==> config.mk <==
export PLATFORM = sky130hd
export DESIGN_NAME = uart_rx
export DESIGN_NICKNAME = d
export VERILOG_FILES = /design/src/rtl/uart_rx.sv
export SDC_FILE = /design/constraint.sdc
export NUM_CORES = 1
export LEC_CHECK = 0
export ABC_AREA = 1
export BUFFER_PORTS_ARGS = -buffer_cell sky130_fd_sc_hd__buf_4
export CORE_ASPECT_RATIO = 1.5
export CORE_MARGIN = 2
export CORE_UTILIZATION = 39
export CTS_CLUSTER_SIZE = 25
export DETAILED_ROUTE_END_ITERATION = 16
export SYNTH_ARGS = -nofsm -noshare
export SYNTH_HDL_FRONTEND = slang
export SYNTH_SLANG_ARGS = --single-unit
==> constraint.sdc <==
create_clock -name clk -period 2.05 [get_ports clk]
set_input_delay 0.41 -clock clk [delete_from_list [all_inputs] [get_ports clk]]
set_output_delay 0.41 -clock clk [all_outputs]
set_load 0.03 [all_outputs]
==> src/rtl/uart_rx.sv <==
// uart_rx: oversampling UART receiver (start, LSB-first data, optional parity, stop).
// Define UART_RX_PARITY_EN to add an even-parity bit between data and stop.
module uart_rx #(
  parameter int OVERSAMPLE = 16,
  parameter int DATA_BITS  = 8
) (
  input  logic                 clk,
  input  logic                 rst,
  input  logic                 baud_tick,
  input  logic                 rx,
  output logic [DATA_BITS-1:0] data_out,
  output logic                 data_valid,
  output logic                 frame_err,
  output logic                 parity_err,
  output logic                 busy
);

  localparam int TW = $clog2(OVERSAMPLE);
  localparam int BW = $clog2(DATA_BITS + 1);
  localparam logic [TW-1:0] HALF_M1  = TW'(OVERSAMPLE / 2 - 1);
  localparam logic [TW-1:0] FULL_M1  = TW'(OVERSAMPLE - 1);
  localparam logic [BW-1:0] LAST_BIT = BW'(DATA_BITS - 1);

  typedef enum logic [2:0] {
    IDLE,
    START,
    DATA,
`ifdef UART_RX_PARITY_EN
    PARITY,
`endif
    STOP
  } state_t;

  state_t               state;
  logic [TW-1:0]        tick_cnt;
  logic [BW-1:0]        bit_cnt;
  logic [DATA_BITS-1:0] shift_reg;
  logic                 rx_meta;
  logic                 rx_s;
  logic                 rx_prev;
`ifdef UART_RX_PARITY_EN
  logic                 parity_bit;
  logic                 parity_q;
`endif

  always_ff @(posedge clk or posedge rst) begin
    if (rst) begin
      rx_meta <= 1'b1;
      rx_s    <= 1'b1;
    end else begin
      rx_meta <= rx;
      rx_s    <= rx_meta;
    end
  end

  // rx_prev holds the level seen on the previous tick, so a start needs a real 1->0 edge
  // and a held-low break cannot retrigger reception.
  always_ff @(posedge clk or posedge rst) begin
    if (rst) begin
      state      <= IDLE;
      tick_cnt   <= '0;
      bit_cnt    <= '0;
      shift_reg  <= '0;
      data_out   <= '0;
      data_valid <= 1'b0;
      frame_err  <= 1'b0;
      rx_prev    <= 1'b1;
`ifdef UART_RX_PARITY_EN
      parity_bit <= 1'b0;
      parity_q   <= 1'b0;
`endif
    end else begin
      data_valid <= 1'b0;
      frame_err  <= 1'b0;
`ifdef UART_RX_PARITY_EN
      parity_q   <= 1'b0;
`endif
      if (baud_tick) begin
        rx_prev <= rx_s;
        case (state)
          IDLE: begin
            if (rx_prev && !rx_s) begin
              state    <= START;
              tick_cnt <= '0;
            end
          end
          START: begin
            if (tick_cnt == HALF_M1) begin
              tick_cnt <= '0;
              bit_cnt  <= '0;
              state    <= rx_s ? IDLE : DATA;
            end else begin
              tick_cnt <= tick_cnt + TW'(1);
            end
          end
          DATA: begin
            if (tick_cnt == FULL_M1) begin
              tick_cnt  <= '0;
              shift_reg <= {rx_s, shift_reg[DATA_BITS-1:1]};
              if (bit_cnt == LAST_BIT) begin
`ifdef UART_RX_PARITY_EN
                state <= PARITY;
`else
                state <= STOP;
`endif
              end else begin
                bit_cnt <= bit_cnt + BW'(1);
              end
            end else begin
              tick_cnt <= tick_cnt + TW'(1);
            end
          end
`ifdef UART_RX_PARITY_EN
          PARITY: begin
            if (tick_cnt == FULL_M1) begin
              tick_cnt   <= '0;
              parity_bit <= rx_s;
              state      <= STOP;
            end else begin
              tick_cnt <= tick_cnt + TW'(1);
            end
          end
`endif
          STOP: begin
            if (tick_cnt == FULL_M1) begin
              tick_cnt <= '0;
              state    <= IDLE;
              if (!rx_s) begin
                frame_err <= 1'b1;
`ifdef UART_RX_PARITY_EN
              end else if (^{shift_reg, parity_bit}) begin
                parity_q <= 1'b1;
`endif
              end else begin
                data_out   <= shift_reg;
                data_valid <= 1'b1;
              end
            end else begin
              tick_cnt <= tick_cnt + TW'(1);
            end
          end
          default: state <= IDLE;
        endcase
      end
    end
  end

`ifdef UART_RX_PARITY_EN
  assign parity_err = parity_q;
`else
  assign parity_err = 1'b0;
`endif

  assign busy = (state != IDLE);

endmodule
==> results of run 1 <==
area by class of cell:
class	count	area, µm²	share of cell area [%]
Clock buffer	5	68.82	4.173
Clock inverter	3	20.02	1.214
Inverter	24	90.09	5.463
Multi-Input combinational cell	101	525.5	31.87
Sequential cell	31	779.5	47.27
Tap cell	42	52.55	3.187
Timing Repair Buffer	15	112.6	6.829
cells in the mapped netlist, types with 2 or more instances:
library cell and number:
nor2_1 10, xor2_1 2, nand2_2 2, a21oi_1 3, dfstp_2 3, nand3_1 8
dfrtp_1 28, o21ai_0 15, inv_2 3, o21ai_1 8, inv_1 21, o21ai_2 3
buf_6 2, nand2_1 40, ha_1 2
metrics by stage:
step	utilization [%]	worst slack, ns
final	47.82	0.3836
after global routing	47.82	0.2719
after CTS	47.82	0.3775
after detailed placement	45.25	0.4351
after global placement	45.25	0.5027
after floorplan	-	0.7100
cells by family (layout without fill, tap and decap cells):
logic type,Yosys count,count (layout),share of synthesized area [%]
AOI/OAI and AO/OA,30,30,11.59
xor gates and xnor gates,3,3,1.844
adders and majority gates,2,2,1.756
buffers and inverters,27,47,8.429
DFF,31,31,54.70
other,1,1,0.2631
and+or+nand+nor,65,65,21.42
layer usage:
metal  global-route usage [%]  vias up
li1                         -      539
met1                    17.55      494
met2                    24.44       25
met3                    4.563        8
met4                    7.692        0
met5                        0        -
worst reg2reg max path: cells and delay by family, from the launching register on:
kind | cells | cell delay, ns
AO/OA/AOI/OAI | 1 | 0.18
adder cells (fa/ha/maj) | 1 | 0.23
flip-flops | 1 | 0.38
AND/OR/NAND/NOR | 2 | 0.68
worst paths after layout:
path | start | end | slack, ns | cells past startpoint
min reg2reg | rx_meta | rx_s | 0.36 | 0
max | state[0] | busy | 0.38 | 3
min in group clk | rx | rx_meta | 0.23 | 1
max reg2reg | tick_cnt[0] | shift_reg[1] | 0.44 | 4
min | rst | shift_reg[0] | 0.20 | 3
max in group asynchronous | rst | rx_meta | 1.52 | 3
report_power, final:
group	internal, mW	switching (mW)
sequential	0.679	0.0781
combinational	0.127	0.264
clock	0.236	0.235
total	1.04	0.577
==> run_results.csv, run 1 <==
group,metric,value,unit
run_status,status,"complete, no violations",
power,p_total,1.619,mW
timing,fin_skew,0.008731,ns
synthesis,synthFlopType,"dfrtp_1",
drt,via_per_inst,4.824,
layout,drive_above_1_share,21.23,%
clock_tree,postCtsHoldBufs,0,
power,p_per_area,981.8,mW/mm²
floorplan,die_height,78.04,µm
placed_design,placed_cells,213,
timing,min_period_over_period,81.29,%
worst_setup_path,cp_num_buf_inv,2,
timing,period_minus_slack,1.666,ns
worst_setup_path,cp.arrival,1.26,ns
placed_design,io_buffers,14,
clock_tree,post_cts_buffers,0,
layout,fin_nets,184,
synthesis,synth_edf_count,0,
drt,drcViolationCount,0,
global_route,grt_pass1_vias,1057,
clock_tree,clockBufferDepth,2,
worst_setup_path,critPathSlowestCell,"dfrtp_1",
worst_setup_path,cp-end-kind,"output port",
placed_design,placed_area,0.001560,mm²
drt,drtPass1Iterations,4,
power,peakVddDrop,549.6,µV
power,power_leakage,0.8383,nW
floorplan,core,0.003448,mm²
clock_tree,postCtsResizedCells,0,
worst_hold_path,hold_path_class,"in2async",
timing,whs,0.2016,ns
drt,drt_iter0_markers,23,
floorplan,dieArea,0.004164,mm²
synthesis,ys_warn_count,0,
synthesis,yosys_register_bits,31,
drt,vias,1066,
drt,wl,2609,µm
synthesis,synthCells,159,
floorplan,die_width,53.36,µm
global_route,gr-total-overflow,0,
worst_setup_path,max_stage_delay,0.47,ns
clock_tree,clock_latency,0.29,ns
drt,wl_met1,1132,µm
clock_tree,numCtsBuffers,5,
synthesis,synth_area_per_cell,8.963,µm²
synthesis,syn-cell-area,0.001425,mm²
drt,met2_length,1288,µm
global_route,grt_pass1_wl,4554,µm
layout,final_cells,221,
timing,fin_tns_setup,0,ns
synthesis,syn_nets,165,
layout,final_common_cell,"nand2_1",
synthesis,yosysTopAreaCellShare,49.17,%
floorplan,start_util,41.33,%
synthesis,ys_seq_area_share,54.70,%
clock_tree,htree_num_levels,2,
worst_setup_path,crit_fanout,6,
worst_setup_path,cp_cell_sequence,"nor2_1, inv_1, buf_4",
clock_tree,path_clk_slew,0.07,ns
clock_tree,cts_tree,"built",
placed_design,hpwlAfterDp,1833,µm
timing,rsz0062_at_grt,"no",
timing,finalHoldViolCount,0,
drt,routed.top_layer,"met4",
global_route,antenna_found_initial,0,
worst_setup_path,required,1.64,ns
floorplan,ios,16,
layout,syn_to_final_growth,15.72,%
timing,fmax,600.1,MHz
drt,ant_nets,0,
synthesis,synth_cell_types,24,
worst_setup_path,worst-setup-path-type,"reg2out",
timing,maxSlewViolCount,0,
synthesis,yosys.area.top_type,"dfrtp_1",
timing,finalSetupViolCount,0,
drt,wl_per_cell,11.81,µm
layout,fillers,363,
floorplan,core.rowCount,26,
layout,design_area,0.001649,mm²
timing,slew_headroom,60.89,%
drt,routed-wl-met3,118,µm
run,drv_cap,0,
layout,antennaDiodeCount,0,
placed_design,place.gp.congestion,0.8288,
clock_tree,cts.sink_count,31,
global_route,grt_max_degree,32,
global_route,grt.total_usage,15.13,%
synthesis,yosys-top-cells-area,"dfrtp_1, nand2_1, dfstp_2, inv_1, o21ai_0",
clock_tree,cts-root-buf,"clkbuf_8",
worst_setup_path,start_kind,"flip-flop",
timing,tightest_slew,0.5848,ns
synthesis,async_reset_ff_share,100.0,%
worst_setup_path,crit_family,"flip-flops",
layout,mostFrequentLayoutCells,"nand2_1, dfrtp_1, inv_1",
Note: power is estimated with default switching activity, not from simulation.
==> run 2: changes to the inputs <==
Clock period 2.05 ns to 1.7 ns, I/O delays scaled along.
==> run_results.csv, run 2 (synthesis results as in run 1) <==
group,metric,value,unit
run_status,status,"complete, no violations",
floorplan,die_height,78.04,µm
clock_tree,clockBufferDepth,2,
timing,maxSlewViolCount,0,
placed_design,hpwlAfterDp,1809,µm
clock_tree,cts.sink_count,31,
worst_setup_path,r2r-end,"bit_cnt[2]",
run,drv_cap,0,
clock_tree,htree_num_levels,2,
timing,fin_tns_setup,0,ns
timing,finalSetupViolCount,0,
layout,final_cells,222,
worst_setup_path,worst-setup-path-type,"reg2out",
clock_tree,cts_tree,"built",
worst_setup_path,crit_end,"busy",
clock_tree,post_cts_buffers,0,
drt,drcViolationCount,0,
layout,syn_to_final_growth,15.89,%
timing,period_minus_slack,1.512,ns
worst_setup_path,start_kind,"flip-flop",
power,p_total,1.934,mW
worst_setup_path,rr_worst_depth,7,
timing,fmax,661.3,MHz
global_route,grt_pass1_vias,1014,
timing,min_period_over_period,88.95,%
layout,fin_util,47.90,%
floorplan,core,0.003448,mm²
worst_setup_path,r2r_slack,0.20,ns
drt,wl,2486,µm
layout,fin_nets,185,
clock_tree,clock_latency,0.28,ns
drt,ant_nets,0,
clock_tree,numCtsBuffers,5,
timing,fin_skew,0.007574,ns
global_route,grt_max_degree,32,
layout,final_common_cell,"nand2_1",
drt,drt_iter0_markers,35,
power,peakVddDrop,593.7,µV
floorplan,die_width,53.36,µm
drt,vias,1086,
drt,wl_per_cell,11.20,µm
worst_setup_path,crit_fanout,6,
worst_hold_path,hold_path_class,"in2async",
worst_setup_path,required,1.36,ns
global_route,grt.total_usage,13.99,%
timing,timing.final.ws_setup,0.1879,ns
layout,antennaDiodeCount,0,
worst_setup_path,r2r_start,"tick_cnt[0]",
placed_design,dp_slack,0.2129,ns
placed_design,placed_cells,214,
clock_tree,cts-root-buf,"clkbuf_8",
placed_design,io_buffers,14,
floorplan,start_util,41.33,%
floorplan,dieArea,0.004164,mm²
clock_tree,path_clk_slew,0.07,ns
global_route,gr-total-overflow,0,
placed_design,place.gp.congestion,0.8218,
worst_setup_path,startpoint,"state[0]",
worst_setup_path,cp.arrival,1.17,ns
worst_setup_path,cp-end-kind,"output port",
clock_tree,postCtsHoldBufs,0,
power,p_per_area,1171,mW/mm²
layout,fillers,363,
floorplan,ios,16,
floorplan,core.rowCount,26,
global_route,grt_pass1_wl,4264,µm
timing,rsz0062_at_grt,"no",
layout,mostFrequentLayoutCells,"nand2_1, dfrtp_1, inv_1",
drt,drtPass1Iterations,4,
timing,finalHoldViolCount,0,
global_route,antenna_found_initial,0,
layout,drive_above_1_share,21.11,%
power,power_leakage,0.8460,nW
drt,via_per_inst,4.892,
## run 2: cell types whose count changed in the layout (fill, tap and decap cells not counted)
| cell | change |
|---|---|
| clkbuf_1 | +2 |
| buf_4 | +1 |
| clkinvlp_4 | -2 |
| nor2_2 | +1 |
| nor2_1 | -1 |
## run 2: through the flow
stage	hold slack, ns	area, µm²
global route	0.1544	1652
global placement	0.3481	1568
detailed placement	0.3482	1568
finish	0.1475	1652
CTS	0.1554	1649
floorplan	0.3445	1425
## run 2: worst min-delay path by stage
| stage | end | depth (start not counted) |
|---|---|---|
| 6_report | bit_cnt[0] | 3 |
| 5_1_grt | rx_meta | 1 |
| 4_1_cts | data_out[1] | 3 |
| 2_1_floorplan | rx_meta | 0 |
| 3_3_place_gp | rx_s | 0 |
| 3_5_place_dp | rx_s | 0 |
## run 2: report_power, final
group          switching [mW]  internal (mW)
logic                   0.317          0.156
clock network           0.258          0.287
registers              0.0958          0.820
## run 2: area by class of cell
cell class | count | area, µm² | share of cell area [%]
sequential | 31 | 779.5 | 47.20
multi-input combinational | 101 | 528.0 | 31.97
timing repair buffer | 16 | 120.1 | 7.273
inverter | 24 | 90.09 | 5.455
clock buffer | 7 | 76.32 | 4.621
tap | 42 | 52.55 | 3.182
clock inverter | 1 | 5.005 | 0.3030
## run 2: metal layers
metal | GRT usage [%] | wire, µm | vias up
met4 | 7.692 | 9 | 0
met2 | 20.86 | 1247 | 18
met5 | 0 | 0 | -
met1 | 16.98 | 1134 | 523
met3 | 5.323 | 94 | 2
li1 | - | - | 543
## run 2: timing repair
item	CTS	global route
resized for setup	0	1
endpoints found under the setup margin	0	1
hold endpoints to repair	0	0
## run 2: critical path, stage by stage, from the launching register on
cell and delay, ns:
dfrtp_1 0.47, nor2_2 0.18, inv_1 0.07, buf_4 0.17
